**config.mk**
```make
export PLATFORM = sky130hd
export DESIGN_NAME = alu_wb_queue_flat
export DESIGN_NICKNAME = d
export VERILOG_FILES = /design/src/rtl/alu_wb_queue_if.sv /design/src/rtl/alu_wb_queue.sv /design/src/flat_wrapper.sv
export SDC_FILE = /design/constraint.sdc
export NUM_CORES = 1
export LEC_CHECK = 0
export CAP_MARGIN = 20
export CORE_ASPECT_RATIO = 0.8
export CORE_MARGIN = 3
export CORE_UTILIZATION = 35
export DETAILED_ROUTE_END_ITERATION = 16
export GPL_ROUTABILITY_DRIVEN = 0
export PLACE_DENSITY_LB_ADDON = 0.1
export SETUP_SLACK_MARGIN = 0.02
export SYNTH_ARGS = -nofsm -noshare
export SYNTH_HDL_FRONTEND = slang
export SYNTH_SLANG_ARGS = --single-unit
export TNS_END_PERCENT = 5
```
**constraint.sdc**
```tcl
create_clock -name clk -period 3.3 [get_ports clk]
set_input_delay 0.66 -clock clk [delete_from_list [all_inputs] [get_ports clk]]
set_output_delay 0.66 -clock clk [all_outputs]
set_load 0.05 [all_outputs]
```
**src/rtl/alu_wb_queue_if.sv**
```systemverilog
// Bundle of the ALU-result, flag, register-file drain and forwarding signals
// between the ALU side (master) and the write-back queue (slave).
interface alu_wb_queue_if #(
    parameter int WIDTH  = 32,
    parameter int RWIDTH = 4
);
    logic              in_valid;
    logic              in_ready;
    logic [WIDTH-1:0]  in_res;
    logic [7:0]        in_fo;
    logic              in_wb_en;
    logic              in_flag_en;
    logic [RWIDTH-1:0] in_rd;
    logic [7:0]        flags;
    logic              flags_we;
    logic [7:0]        flags_wd;
    logic              rf_valid;
    logic              rf_ready;
    logic [RWIDTH-1:0] rf_addr;
    logic [WIDTH-1:0]  rf_data;
    logic [RWIDTH-1:0] fwd_addr;
    logic              fwd_hit;
    logic [WIDTH-1:0]  fwd_data;
    logic [1:0]        count;

    // Handshakes: a transfer happens on a rising edge where valid & ready are
    // both high; ready never depends combinationally on valid.
    modport master (
        output in_valid, in_res, in_fo, in_wb_en, in_flag_en, in_rd,
        output flags_we, flags_wd, rf_ready, fwd_addr,
        input  in_ready, flags, rf_valid, rf_addr, rf_data, fwd_hit, fwd_data, count
    );

    modport slave (
        input  in_valid, in_res, in_fo, in_wb_en, in_flag_en, in_rd,
        input  flags_we, flags_wd, rf_ready, fwd_addr,
        output in_ready, flags, rf_valid, rf_addr, rf_data, fwd_hit, fwd_data, count
    );
endinterface

```
**src/rtl/alu_wb_queue.sv**
```systemverilog
// ALU write-back stage: owns the flag register, queues register write-backs in
// a 2-entry FIFO drained to the register file, and forwards pending results.
module alu_wb_queue #(
    parameter int WIDTH  = 32,
    parameter int RWIDTH = 4
) (
    input  logic          clk,
    input  logic          reset,
    alu_wb_queue_if.slave bus
);
    logic [WIDTH-1:0]  data_q [2];
    logic [RWIDTH-1:0] rd_q   [2];
    logic              rptr;
    logic              wptr;
    logic [1:0]        cnt;
    logic              ready_q;
    logic [7:0]        flags_q;

    logic              acc;
    logic              push;
    logic              pop;
    logic [1:0]        count_next;
    logic              young_idx;

    assign acc        = bus.in_valid & ready_q;
    assign push       = acc & bus.in_wb_en;
    assign pop        = (cnt != 2'd0) & bus.rf_ready;
    assign count_next = cnt + {1'b0, push} - {1'b0, pop};
    assign young_idx  = wptr ^ 1'b1;

    always_ff @(posedge clk or posedge reset) begin
        if (reset) begin
            cnt     <= 2'd0;
            rptr    <= 1'b0;
            wptr    <= 1'b0;
            ready_q <= 1'b1;
            flags_q <= 8'h00;
        end else begin
            cnt     <= count_next;
            rptr    <= rptr ^ pop;
            wptr    <= wptr ^ push;
            ready_q <= (count_next < 2'd2);
            // An explicit flag restore overrides the ALU's flags in the same cycle.
            if (bus.flags_we)
                flags_q <= bus.flags_wd;
            else if (acc && bus.in_flag_en)
                flags_q <= bus.in_fo;
        end
    end

    // Payload storage needs no reset: every read of it is gated by count.
    always_ff @(posedge clk) begin
        if (push) begin
            data_q[wptr] <= bus.in_res;
            rd_q[wptr]   <= bus.in_rd;
        end
    end

    assign bus.count    = cnt;
    assign bus.in_ready = ready_q;
    assign bus.flags    = flags_q;
    assign bus.rf_valid = (cnt != 2'd0);
    assign bus.rf_addr  = (cnt != 2'd0) ? rd_q[rptr]   : '0;
    assign bus.rf_data  = (cnt != 2'd0) ? data_q[rptr] : '0;

    // Youngest entry sits just behind the write pointer; the older one (when
    // two are pending) sits at the write pointer itself.
    always_comb begin
        bus.fwd_hit  = 1'b0;
        bus.fwd_data = '0;
        if ((cnt != 2'd0) && (rd_q[young_idx] == bus.fwd_addr)) begin
            bus.fwd_hit  = 1'b1;
            bus.fwd_data = data_q[young_idx];
        end else if ((cnt == 2'd2) && (rd_q[wptr] == bus.fwd_addr)) begin
            bus.fwd_hit  = 1'b1;
            bus.fwd_data = data_q[wptr];
        end
    end
endmodule

```
**src/flat_wrapper.sv**
```systemverilog
// flat-port wrapper written by rule: the top's interface ports become plain ports
module alu_wb_queue_flat 
#(
    parameter int WIDTH  = 32,
    parameter int RWIDTH = 4
)
  (clk, reset, bus_in_valid, bus_in_res, bus_in_fo, bus_in_wb_en, bus_in_flag_en, bus_in_rd, bus_flags_we, bus_flags_wd, bus_rf_ready, bus_fwd_addr, bus_in_ready, bus_flags, bus_rf_valid, bus_rf_addr, bus_rf_data, bus_fwd_hit, bus_fwd_data, bus_count);
  alu_wb_queue_if #(.WIDTH(WIDTH), .RWIDTH(RWIDTH)) bus_i ();
  input  logic clk;
  input  logic reset;
  input wire logic [$bits(bus_i.in_valid)-1:0] bus_in_valid;
  input wire logic [$bits(bus_i.in_res)-1:0] bus_in_res;
  input wire logic [$bits(bus_i.in_fo)-1:0] bus_in_fo;
  input wire logic [$bits(bus_i.in_wb_en)-1:0] bus_in_wb_en;
  input wire logic [$bits(bus_i.in_flag_en)-1:0] bus_in_flag_en;
  input wire logic [$bits(bus_i.in_rd)-1:0] bus_in_rd;
  input wire logic [$bits(bus_i.flags_we)-1:0] bus_flags_we;
  input wire logic [$bits(bus_i.flags_wd)-1:0] bus_flags_wd;
  input wire logic [$bits(bus_i.rf_ready)-1:0] bus_rf_ready;
  input wire logic [$bits(bus_i.fwd_addr)-1:0] bus_fwd_addr;
  output wire logic [$bits(bus_i.in_ready)-1:0] bus_in_ready;
  output wire logic [$bits(bus_i.flags)-1:0] bus_flags;
  output wire logic [$bits(bus_i.rf_valid)-1:0] bus_rf_valid;
  output wire logic [$bits(bus_i.rf_addr)-1:0] bus_rf_addr;
  output wire logic [$bits(bus_i.rf_data)-1:0] bus_rf_data;
  output wire logic [$bits(bus_i.fwd_hit)-1:0] bus_fwd_hit;
  output wire logic [$bits(bus_i.fwd_data)-1:0] bus_fwd_data;
  output wire logic [$bits(bus_i.count)-1:0] bus_count;
  assign bus_i.in_valid = bus_in_valid;
  assign bus_i.in_res = bus_in_res;
  assign bus_i.in_fo = bus_in_fo;
  assign bus_i.in_wb_en = bus_in_wb_en;
  assign bus_i.in_flag_en = bus_in_flag_en;
  assign bus_i.in_rd = bus_in_rd;
  assign bus_i.flags_we = bus_flags_we;
  assign bus_i.flags_wd = bus_flags_wd;
  assign bus_i.rf_ready = bus_rf_ready;
  assign bus_i.fwd_addr = bus_fwd_addr;
  assign bus_in_ready = bus_i.in_ready;
  assign bus_flags = bus_i.flags;
  assign bus_rf_valid = bus_i.rf_valid;
  assign bus_rf_addr = bus_i.rf_addr;
  assign bus_rf_data = bus_i.rf_data;
  assign bus_fwd_hit = bus_i.fwd_hit;
  assign bus_fwd_data = bus_i.fwd_data;
  assign bus_count = bus_i.count;
  alu_wb_queue #(.WIDTH(WIDTH), .RWIDTH(RWIDTH)) u_core (.clk(clk), .reset(reset), .bus(bus_i));
endmodule
```
==> summary.txt <==
YS warnings: 0
Syn_nets: 522
RSZ-0062 raised after global routing: false
DIE AREA: 15800 sq um
Largest net degree at the start of global routing: 96
WS Path Type: input port to output pin
Final Util: 55.9%
Setup-failing EPs final: 0
Netlist cell types: 30
Fillers: 1168
Setup slack, reg-to-reg: 850 ps
Clock Tree Root: clkbuf_16
Leakage: 3.26 nW
CTS tree: done
GR Util All Layers: 17.3%
Count of final hold-check violations: 0
CP arrival: 2540 ps
Fin nets: 656
GRT overflow: 0
DP Wirelength: 9260 um
Final Cell Area: 7700 sq um
Critical Path RT: 2640 ps
Register area: 2490 sq um
Number of I/O port buffers: 143
Routed Antenna Nets: 0
Slew @ Worst Pin: 699 ps
Setup crit end kind: output pin
CTS buffer count: 9
Fmax: 313 MHz
Slew Viols, Final: 0
Io pins: 144
Initial drt markers: 243
Core Region: 13800 sq um
# rows: 38
Relative slew margins: 53.3%
Placed cell count: 756
Post-Syn Area: 5000 sq um
Post-Route WL: 14000 um
Count of state elements after synthesis: 85
Antenna cells: 0
Net Sw Power: 3.03 mW
Routed via count: 4021
Initial antenna violation count: 0
Routed WL per cell: 18.0 um
Area growth from synthesis to layout: 54.0%
Starting density of the core: 36.3%
Power Internal: 3.27 mW
Flop pwr share: 23.7%
Hold/Removal Path Class: register to register
CP Max Fanout: 5
DIE WIDTH: 140 um
VDD IR max: 0.480 mV
Combinational share of power: 60.2%
Vias in the first global route: 4098
Syn_area_per_cell: 11.0 sq um
Clk sinks: 85
Via/cell ratio: 5.20
Syn Inst Count: 455
Share of layout cells above drive strength 1: 18.2%
Sw Ratio: 48.1%
Post-synthesis sequential area ratio: 49.8%
DP Area: 7060 sq um
H-tree levels: 3
DR pass1 iterations: 6
Power Density: 818 nW/um^2
Final Instance Count excl. Fillers: 774
Final min period: 3200 ps
Power share of the clock group: 16.1%
Clock Path Buffers: 2
Power Total: 6.30 mW
Smallest hold slack: 487 ps
Setup crit start kind: input port
# Max-Cap Violations: 0
Skew-Pair Late Insertion Delay: 340 ps
Drc violations: 0
Reg clk slew, reported paths: 60 ps
Tcrit/Tclk final: 96.8%
Area of the multi-input gates: 2500 sq um
Status: finished, final reports clean
Die Y: 113 um
Worst Skew: 6.72 ps
First-pass GRT wire length: 21900 um
[path summary, 6_finish.rpt]
check,from,to,cells after the start
max reg2reg,u_core.wptr,u_core.data_q[0][21],4
max,bus_fwd_addr[2],bus_fwd_data[16],8
min reg2reg,u_core.bus.flags[7],u_core.bus.flags[7],2
min,u_core.bus.flags[7],u_core.bus.flags[7],2
max in group asynchronous,reset,u_core.wptr,2
min in group asynchronous,reset,u_core.bus.flags[1],2
[worst max-delay path, cell delays in order]
cell	delay, ps
clkdlybuf4s50_1	520
xnor2_1	120
nor4_4	270
buf_4	180
nand2_4	80
buf_6	170
o311ai_4	350
buf_12	180
[synth_stat cells (all sizes together)]
library cell / count / area [sq um]
a21o: 31 / 233
a31oi: 1 / 6.26
and2: 1 / 6.26
and3: 3 / 18.8
and3b: 1 / 8.76
buf: 17 / 114
clkbuf: 20 / 75.1
dfrtp: 12 / 300
dfstp: 1 / 26.3
edfxtp: 72 / 2160
ha: 4 / 50.1
inv: 40 / 150
mux2i: 54 / 541
nand2: 73 / 282
nand4: 32 / 206
nor2: 37 / 139
nor3b: 1 / 7.51
nor4: 1 / 21.3
o21ai: 11 / 55.1
o21bai: 2 / 15.0
o22a: 1 / 8.76
o311ai: 31 / 497
xnor2: 5 / 43.8
xor2: 4 / 35.0
[kinds of logic after synthesis]
| kind of cell | after synthesis | share of synthesized area, % |
|---|---|---|
| AO/OA/AOI/OAI | 77 | 16.3 |
| XOR/XNOR | 9 | 1.58 |
| adder cells (fa/ha/maj) | 4 | 1.00 |
| buffers and inverters | 77 | 6.78 |
| flip-flops | 85 | 49.8 |
| multiplexers | 54 | 10.8 |
| AND/OR/NAND/NOR | 149 | 13.8 |
[layer usage]
| layer | vias to the layer above | part of all wire [%] | track usage, % |
|---|---|---|---|
| met5 | - | 0 | 0 |
| met1 | 1978 | 45 | 22.7 |
| met4 | 0 | 1.4 | 4.91 |
| li1 | 1910 | - | - |
| met2 | 120 | 47 | 28.3 |
| met3 | 13 | 6.3 | 5.03 |
[flip-flops by register name, summed over array words and instances, names as in the netlist]
| name | flops |
|---|---|
| u_core.wptr | 1 |
| u_core.bus.in_ready | 1 |
| u_core.data_q | 64 |
| u_core.bus.count | 2 |
| u_core.bus.flags | 8 |
| u_core.rd_q | 8 |
| u_core.rptr | 1 |
[cell type report]
type / count / area share [%]
clock buffers: 9 / 2.92
repair buffers: 160 / 26.4
inverters: 40 / 1.95
clock inverters: 7 / 0.958
multi-input cells: 293 / 32.5
flip-flops and latches: 85 / 32.4
well taps: 180 / 2.92
[timing repair]
item	4_1_cts	5_1_grt
gates cloned	0	0
resized for setup	6	29
endpoints found under the setup margin	6	32
pin swaps	1	1
hold buffers	0	0
buffers inserted	1	0
[metrics by stage]
stage               setup TNS [ps]  setup slack [ps]
floorplan                        0               253
global placement             -75.6             -33.0
detailed placement           -52.7             -29.9
CTS                              0              25.1
global route                     0              23.3
finish                           0               104
[layout by cell type (no fill, tap or decap), types with 3 or more instances in the layout]
cell             netlist  layout
clkdlybuf4s50_1        0     108
nand2_1               72      72
edfxtp_1              72      72
mux2i_1               54      53
buf_12                 0      42
inv_1                 40      40
nor2_1                37      36
nand4_1               31      31
a21o_1                31      31
o311ai_4               0      29
dfrtp_1               12      10
o21ai_0                9       9
clkbuf_16              0       9
xnor2_1                5       5
buf_4                  0       5
xor2_1                 4       4
and3_1                 3       3
[power groups by stage]
stage	registers [mW]	logic, mW	clock network [mW]
finish	1.49	3.79	1.02
global route	1.51	4.00	1.09
floorplan	1.55	2.27	0
global placement	1.51	3.62	0
CTS	1.49	3.68	1.05
detailed placement	1.51	3.64	0
Power figures use the tool's default switching activity.
